<file path="config.mk">
export PLATFORM = sky130hd
export DESIGN_NAME = semi_auto_nav
export DESIGN_NICKNAME = d
export VERILOG_FILES = /design/src/rtl/semi_nav_pkg.sv /design/src/rtl/nav_cmd_fifo.sv /design/src/rtl/semi_auto_nav.sv
export SDC_FILE = /design/constraint.sdc
export NUM_CORES = 1
export LEC_CHECK = 0
export ABC_AREA = 1
export CELL_PAD_IN_SITES_DETAIL_PLACEMENT = 0
export CELL_PAD_IN_SITES_GLOBAL_PLACEMENT = 1
export CORE_MARGIN = 2
export CORE_UTILIZATION = 45
export CTS_CLUSTER_SIZE = 24
export DETAILED_ROUTE_END_ITERATION = 16
export GPL_ROUTABILITY_DRIVEN = 0
export MAX_ROUTING_LAYER = met4
export PLACE_DENSITY_LB_ADDON = 0.1
export RECOVER_POWER = 50
export SYNTH_ARGS = -nofsm -noshare
export SYNTH_HDL_FRONTEND = slang
export SYNTH_SLANG_ARGS = --single-unit
</file>
<file path="constraint.sdc">
create_clock -name sys_clk -period 6.8 [get_ports sys_clk]
set_input_delay 2.04 -clock sys_clk [delete_from_list [all_inputs] [get_ports sys_clk]]
set_output_delay 2.04 -clock sys_clk [all_outputs]
set_load 0.005 [all_outputs]
</file>
<file path="src/rtl/semi_nav_pkg.sv">
// Shared codes for the semi-automatic navigation controller: FSM states,
// wheel/moving patterns and driver command encodings.
package semi_nav_pkg;

    localparam logic [2:0] ST_IDLE = 3'd0;
    localparam logic [2:0] ST_FWD  = 3'd1;
    localparam logic [2:0] ST_WAIT = 3'd2;
    localparam logic [2:0] ST_TURN = 3'd3;
    localparam logic [2:0] ST_COOL = 3'd4;

    localparam logic [3:0] MV_FWD   = 4'b0001;
    localparam logic [3:0] MV_STOP  = 4'b0000;
    localparam logic [3:0] MV_LEFT  = 4'b0100;
    localparam logic [3:0] MV_RIGHT = 4'b1000;

    localparam logic [1:0] CMD_STRAIGHT = 2'b00;
    localparam logic [1:0] CMD_RIGHT    = 2'b01;
    localparam logic [1:0] CMD_LEFT     = 2'b10;
    localparam logic [1:0] CMD_BACK     = 2'b11;

    typedef struct packed {
        logic fwd;
        logic back;
        logic left;
        logic right;
    } lamps_t;

    // Button vector is {back, left, right, straight}; only valid for one-hot input.
    function automatic logic [1:0] btn2cmd(input logic [3:0] b);
        return {b[3] | b[2], b[3] | b[1]};
    endfunction

endpackage

</file>
<file path="src/rtl/nav_cmd_fifo.sv">
// Small synchronous command FIFO; a push while full is only taken when a pop
// frees a slot in the same cycle.
module nav_cmd_fifo #(
    parameter int QDEPTH = 4,
    parameter int W      = 2
) (
    input  logic                     sys_clk,
    input  logic                     rst,
    input  logic                     push,
    input  logic                     pop,
    input  logic                     flush,
    input  logic [W-1:0]             din,
    output logic [W-1:0]             dout,
    output logic [$clog2(QDEPTH):0]  count,
    output logic                     full,
    output logic                     empty
);

    localparam int AW = $clog2(QDEPTH);

    logic [W-1:0]  r_mem [QDEPTH];
    logic [AW-1:0] r_wp;
    logic [AW-1:0] r_rp;
    logic [AW:0]   r_cnt;
    logic          w_wr;
    logic          w_rd;

    assign empty = (r_cnt == '0);
    assign full  = (r_cnt == (AW+1)'(QDEPTH));
    assign count = r_cnt;
    assign dout  = r_mem[r_rp];
    assign w_rd  = pop && !empty;
    assign w_wr  = push && (!full || w_rd);

    always_ff @(posedge sys_clk or negedge rst) begin
        if (!rst) begin
            r_wp  <= '0;
            r_rp  <= '0;
            r_cnt <= '0;
        end else if (flush) begin
            r_wp  <= '0;
            r_rp  <= '0;
            r_cnt <= '0;
        end else begin
            if (w_wr) r_wp <= r_wp + 1'b1;
            if (w_rd) r_rp <= r_rp + 1'b1;
            r_cnt <= r_cnt + (AW+1)'(w_wr) - (AW+1)'(w_rd);
        end
    end

    always_ff @(posedge sys_clk) begin
        if (w_wr && !flush) r_mem[r_wp] <= din;
    end

endmodule

</file>
<file path="src/rtl/semi_auto_nav.sv">
// Semi-automatic driving controller: follows the line, stops at crossroads and
// executes queued (or freshly pressed) driver decisions with timed manoeuvres.
module semi_auto_nav
    import semi_nav_pkg::*;
#(
    parameter int DET_W      = 4,
    parameter int TICK_DIV   = 2000000,
    parameter int TURN_TICKS = 200,
    parameter int BACK_TICKS = 400,
    parameter int COOL_TICKS = 10,
    parameter int QDEPTH     = 4,
    parameter int CNT_W      = 11
) (
    input  logic                     sys_clk,
    input  logic                     rst,
    input  logic                     power,
    input  logic [1:0]               global_state,
    input  logic [DET_W-1:0]         detector,
    input  logic                     turn_left,
    input  logic                     turn_right,
    input  logic                     go_straight,
    input  logic                     go_back,
    output logic [3:0]               moving_state,
    output logic [2:0]               nav_state,
    output logic                     move_forward_light,
    output logic                     move_backward_light,
    output logic                     turn_left_light,
    output logic                     turn_right_light,
    output logic [$clog2(QDEPTH):0]  q_count,
    output logic                     q_full,
    output logic                     cmd_drop
);

    localparam int TW = (TICK_DIV > 1) ? $clog2(TICK_DIV) : 1;
    localparam logic [TW-1:0]    TICK_MAX = TW'(TICK_DIV - 1);
    localparam logic [CNT_W-1:0] TURN_LIM = CNT_W'(TURN_TICKS - 1);
    localparam logic [CNT_W-1:0] BACK_LIM = CNT_W'(BACK_TICKS - 1);
    localparam logic [CNT_W-1:0] COOL_LIM = CNT_W'(COOL_TICKS - 1);

    logic [2:0]       r_state;
    logic [1:0]       r_dir;
    logic [CNT_W-1:0] r_dur;
    logic [TW-1:0]    r_tick_cnt;
    logic [3:0]       r_btn;
    logic [3:0]       r_btn_d;

    logic             w_en;
    logic             w_cross;
    logic             w_tick;
    logic             w_acc;
    logic [1:0]       w_cmd;
    logic [2:0]       w_ns;
    logic [1:0]       w_dir_nx;
    logic [CNT_W-1:0] w_dur_nx;
    logic [CNT_W-1:0] w_lim;
    logic             w_pop;
    logic             w_bypass;
    logic             w_go;
    logic [1:0]       w_sel;
    logic             w_push_req;
    logic             w_push;
    logic             w_drop;
    logic [3:0]       w_mv_nx;
    lamps_t           w_lamp_nx;
    logic [1:0]       w_q_dout;
    logic             w_q_empty;
    logic             w_unused_rear;

    assign w_en    = power && (global_state == 2'b01 || global_state == 2'b10);
    assign w_cross = detector[0] | ~&detector[DET_W-2:1];
    assign w_unused_rear = detector[DET_W-1];
    assign w_tick  = (r_state != ST_IDLE) && (r_tick_cnt == TICK_MAX);

    // A command is an edge into a one-hot button pattern, not a held level.
    assign w_acc = $onehot(r_btn) && (r_btn != r_btn_d);
    assign w_cmd = btn2cmd(r_btn);
    assign w_lim = (r_dir == CMD_BACK) ? BACK_LIM : TURN_LIM;

    always_comb begin
        w_ns     = r_state;
        w_dir_nx = r_dir;
        w_dur_nx = r_dur;
        w_pop    = 1'b0;
        w_bypass = 1'b0;
        w_go     = 1'b0;
        w_sel    = CMD_STRAIGHT;
        if (!w_en) begin
            w_ns     = ST_IDLE;
            w_dur_nx = '0;
        end else begin
            case (r_state)
                ST_IDLE: w_ns = ST_WAIT;
                ST_FWD:  if (w_cross) w_ns = ST_WAIT;
                ST_WAIT: begin
                    if (!w_q_empty) begin
                        w_pop = 1'b1;
                        w_go  = 1'b1;
                        w_sel = w_q_dout;
                    end else if (w_acc) begin
                        w_bypass = 1'b1;
                        w_go     = 1'b1;
                        w_sel    = w_cmd;
                    end
                    if (w_go) begin
                        w_dur_nx = '0;
                        if (w_sel == CMD_STRAIGHT) begin
                            w_ns = ST_COOL;
                        end else begin
                            w_ns     = ST_TURN;
                            w_dir_nx = w_sel;
                        end
                    end
                end
                ST_TURN: if (w_tick) begin
                    if (r_dur == w_lim) begin
                        w_ns     = ST_COOL;
                        w_dur_nx = '0;
                    end else begin
                        w_dur_nx = r_dur + 1'b1;
                    end
                end
                ST_COOL: if (w_tick) begin
                    if (r_dur == COOL_LIM) begin
                        w_ns     = ST_FWD;
                        w_dur_nx = '0;
                    end else begin
                        w_dur_nx = r_dur + 1'b1;
                    end
                end
                default: w_ns = ST_IDLE;
            endcase
        end
    end

    assign w_push_req = w_acc && w_en && !w_bypass;
    assign w_drop     = w_push_req && q_full && !w_pop;
    assign w_push     = w_push_req && !w_drop;

    nav_cmd_fifo #(.QDEPTH(QDEPTH), .W(2)) u_fifo (
        .sys_clk (sys_clk),
        .rst     (rst),
        .push    (w_push),
        .pop     (w_pop),
        .flush   (!w_en),
        .din     (w_cmd),
        .dout    (w_q_dout),
        .count   (q_count),
        .full    (q_full),
        .empty   (w_q_empty)
    );

    // Outputs are decoded from the next state so they register with it.
    always_comb begin
        w_mv_nx   = MV_STOP;
        w_lamp_nx = '0;
        case (w_ns)
            ST_FWD, ST_COOL: w_mv_nx = MV_FWD;
            ST_TURN: begin
                w_mv_nx         = (w_dir_nx == CMD_LEFT) ? MV_LEFT : MV_RIGHT;
                w_lamp_nx.left  = (w_dir_nx == CMD_LEFT);
                w_lamp_nx.right = (w_dir_nx == CMD_RIGHT) || (w_dir_nx == CMD_BACK);
                w_lamp_nx.back  = (w_dir_nx == CMD_BACK);
            end
            default: w_mv_nx = MV_STOP;
        endcase
        w_lamp_nx.fwd = (w_mv_nx == MV_FWD);
    end

    always_ff @(posedge sys_clk or negedge rst) begin
        if (!rst) begin
            r_state             <= ST_IDLE;
            r_dir               <= CMD_STRAIGHT;
            r_dur               <= '0;
            r_tick_cnt          <= '0;
            r_btn               <= '0;
            r_btn_d             <= '0;
            nav_state           <= ST_IDLE;
            moving_state        <= MV_STOP;
            move_forward_light  <= 1'b0;
            move_backward_light <= 1'b0;
            turn_left_light     <= 1'b0;
            turn_right_light    <= 1'b0;
            cmd_drop            <= 1'b0;
        end else begin
            r_btn_d <= r_btn;
            r_btn   <= {go_back, turn_left, turn_right, go_straight};
            r_state <= w_ns;
            r_dir   <= w_dir_nx;
            r_dur   <= w_dur_nx;
            if (!w_en || r_state == ST_IDLE || w_tick) r_tick_cnt <= '0;
            else                                       r_tick_cnt <= r_tick_cnt + 1'b1;
            nav_state           <= w_ns;
            moving_state        <= w_mv_nx;
            move_forward_light  <= w_lamp_nx.fwd;
            move_backward_light <= w_lamp_nx.back;
            turn_left_light     <= w_lamp_nx.left;
            turn_right_light    <= w_lamp_nx.right;
            cmd_drop            <= w_drop;
        end
    end

endmodule

</file>
==> summary by stage <==
CTS
In this run the deepest clock path goes through 2 buffers. The number of hold buffers added after CTS is 0. After clock tree synthesis, the clock-pin slew on the worst setup and hold paths is 80 ps. The clock insertion delay at the later pin of the skew report is 350 ps. The clock drives 67 sinks. TritonCTS built the clock tree.

The count of instances resized after the clock tree is built is 0. The number of setup buffers added after CTS is 0. The cell at the root of the clock tree is clkbuf_8. The number of levels in the clock H-tree is 3. The total clock buffers created by CTS is 9.

Place
The detailed placement HPWL is 6160 um. The number of port buffers is 26.

STA
The relative max-transition margin is -112%. For the pin with the worst max-slew slack, the measured transition is 3170 ps. The fmax is 217 MHz.

The count of final hold-check violations is 0. The number of setup violations in the final report is 0. The clock period minus worst slack is 4620 ps.

The final-layout worst hold slack is 428 ps. The count of pins over their slew limit is 60. The worst clock skew is 4.37 ps. Setup repair after global routing left no endpoint under its margin. After routing, the total negative slack on setup checks comes to 0 ps. After layout, the worst path uses 67.9% of the clock period.

Logic synthesis
The combined area of all synthesized cells is 0.00394 sq mm. The most used flip-flop cell after synthesis is dfrtp_1. The proportion of synthesized chip area in sequential cells is 43.6%. Counting instances in the post-synthesis netlist gives the leading cell types as 106 x nand2_1, 73 x nor2_1, 71 x inv_1, 59 x dfrtp_1, 48 x nand3_1.

For this run, asynchronously set or reset flops after synthesis account for 88.1%. The Yosys step of the flow raised 0 warnings. In this run, synthesis inferred 8 flip-flops with an integrated enable. The synthesized design devotes to its leading area cell type 37.5% of total area.

By area the synthesized netlist is led by dfrtp_1 37%, nand2_1 10%, nor2_1 7.0%. The number of distinct library cells after synthesis is 42. The cell count after synthesis came out at 503. The largest total area in the synthesized netlist belongs to dfrtp_1. By instance count, the leading cell after synthesis is nand2_1. When the netlist entered floorplanning its net count stood at 529. The synthesized design contains 67 register bits. Each instance of the synthesized netlist takes up on average 7.84 sq um.

Floorplanning
After floorplanning, the core was sized to cover 0.00859 sq mm. The number of top-level pins is 29. The floorplan step defined a die boundary enclosing 0.00952 sq mm. The die height is 97.6 um. The die width is 97.6 um.

The number of rows created at floorplan is 34. The initial utilization of the core area, before any placement, comes to 45.9%.

Setup path
The category of cells accounting for the largest share of critical-path delay is buffers and inverters. Data on the critical path arrives at its endpoint at 4370 ps. The maximum cell stage delay along the critical path is 2240 ps.

In this run the critical register-to-register path is launched from r_btn[1]. For flop-to-flop paths, the worst setup slack is 3550 ps. The largest driver fanout on the critical path is 59.

The cell count of the worst reg-to-reg path is 13. The worst setup path is of the in -> async kind. The largest individual stage delay along the critical path comes from the cell clkbuf_1. The element type at the critical path end is an async pin.

The number of buffers and inverters on the critical path is 2. The critical path required time is 6560 ps. The sort of element at the start of the critical path is an input port. The signal on the critical path passes through buf_2 > clkbuf_1.

The endpoint of the worst-slack reg-to-reg timing path is u_fifo.count[2].

Power
Dividing total power by cell area gives a power density of 194 mW/mm^2. The leakage power of the design is 1.97 nW. The maximum resistive drop on vdd is 0.0000981 V.

Routing
The total number of vias is 3267. The remaining design rule violation count is 0. The routed design has 8560 um of wire.

The first-pass iteration count of the detailed router is 4. The first routing iteration left 126 violations. The detail route stage leaves a number of antenna-violating nets equal to 0. The routed length per placed instance is 13.2 um. The number of vias per cell is 5.04.

Cells and area
The number of inserted filler cells in the final layout is 850. The number of nets at the end of the flow is 561. 0 antenna diodes ended up in the layout. The area growth from synthesis to final layout is 13.9%. Of the cells placed in the final design, the portion with a size suffix greater than 1 is 9.44%.

GRT
Entering global routing, the biggest net connects 60 pins. The first global-routing pass estimated 15100 um of wire. The global-route congestion overflow total is 0. The via count of the first global-routing pass was 3249. Global routing used 20.4% of the available tracks. The initial antenna violation count came to 0.

Status
The final reports fail on capacitance limit, slew limit. The run finished, with violations left.

Hold path
For hold timing, the worst endpoint is r_btn_d[0]. The worst hold path passes through 0 cells. The path category of the worst min-delay check is reg -> reg.

In this run the most critical hold path is launched from r_btn[0].

Flow run
Across the run, the number of max-cap violations was 1.
[layout by cell type (no fill, tap or decap), types with 3 or more instances in the layout]
| cell | Yosys | final |
|---|---|---|
| o21ai_2 | 8 | 8 |
| dfrtp_1 | 59 | 59 |
| o21ai_0 | 14 | 14 |
| nor4_1 | 4 | 4 |
| a21oi_1 | 15 | 15 |
| nand2_4 | 3 | 3 |
| nor3_1 | 11 | 11 |
| nand3_1 | 48 | 48 |
| clkdlybuf4s50_1 | 0 | 21 |
| ha_1 | 11 | 11 |
| clkbuf_8 | 0 | 11 |
| nand2_2 | 4 | 4 |
| inv_1 | 71 | 71 |
| nor2_4 | 3 | 3 |
| nand4_1 | 13 | 13 |
| edfxtp_1 | 8 | 8 |
| xor2_1 | 15 | 15 |
| nand2_1 | 106 | 106 |
| inv_2 | 5 | 5 |
| nor2_2 | 4 | 4 |
| dlygate4sd3_1 | 0 | 4 |
| nor2_1 | 73 | 73 |
[power by group]
group | internal [mW] | total (mW) | switching (mW) | leakage [nW]
Sequential | 0.416 | 0.424 | 0.00875 | 0.870
Combinational | 0.0290 | 0.0928 | 0.0638 | 0.991
Clock | 0.191 | 0.355 | 0.165 | 0.106
[worst max-delay path by stage]
stage	from	endpoint	slack, ps	cells past startpoint
after global routing	rst	r_dur[4]	1380	2
after global placement	global_state[0]	u_fifo.count[2]	2100	13
after CTS	global_state[0]	u_fifo.count[2]	2420	13
final	rst	r_dur[2]	2180	2
after detailed placement	global_state[0]	u_fifo.count[2]	2040	13
after floorplan	global_state[0]	u_fifo.count[2]	3000	13
[layer usage]
metal / GRT usage [%] / routed length, um / vias to the layer above / share of wire, %
li1: - / - / 1671 / -
met1: 26.6 / 4120 / 1507 / 48
met2: 31.4 / 3890 / 76 / 45
met3: 3.67 / 386 / 13 / 4.5
met4: 9.08 / 159 / 0 / 1.9
met5: - / 0 / - / 0
[area by class of cell]
type / instances / area (sq um) / area share [%]
multi-input combinational: 352 / 1870 / 41.6
sequential: 67 / 1720 / 38.2
inverter: 78 / 300 / 6.69
timing repair buffer: 27 / 259 / 5.77
clock buffer: 11 / 151 / 3.37
tap: 108 / 135 / 3.01
clock inverter: 5 / 60.1 / 1.34
[kinds of logic (layout without fill, tap and decap cells)]
family	after synthesis	count (layout)	share of synthesized area [%]
compound gates	44	44	6.70
fa+ha+maj	13	13	4.51
xor+xnor	17	17	3.78
flops	67	67	43.6
simple gates	277	277	32.3
buf+inv	84	121	9.08
other cells	1	1	0.0951
[flip-flops by register name, indices dropped and copies added, names as in the netlist]
signal               count
move_forward_light       1
moving_state             2
u_fifo.r_mem             8
u_fifo.r_wp              2
turn_left_light          1
cmd_drop                 1
r_dur                   11
turn_right_light         1
r_btn_d                  4
u_fifo.r_rp              2
r_tick_cnt              21
u_fifo.count             3
r_dir                    2
move_backward_light      1
r_btn                    4
r_state                  3
[stage by stage]
stage	instances	total power [mW]	setup WS (ps)	instance area, sq um	utilization (%)
after floorplan	503	0.495	3000	3940	-
final	648	0.872	2180	4490	52.2
after global placement	632	0.525	2100	4280	49.8
after global routing	648	0.921	1380	4490	52.2
after CTS	648	0.884	2420	4490	52.3
after detailed placement	632	0.526	2040	4280	49.8
Note: power is estimated with default switching activity, not from simulation.
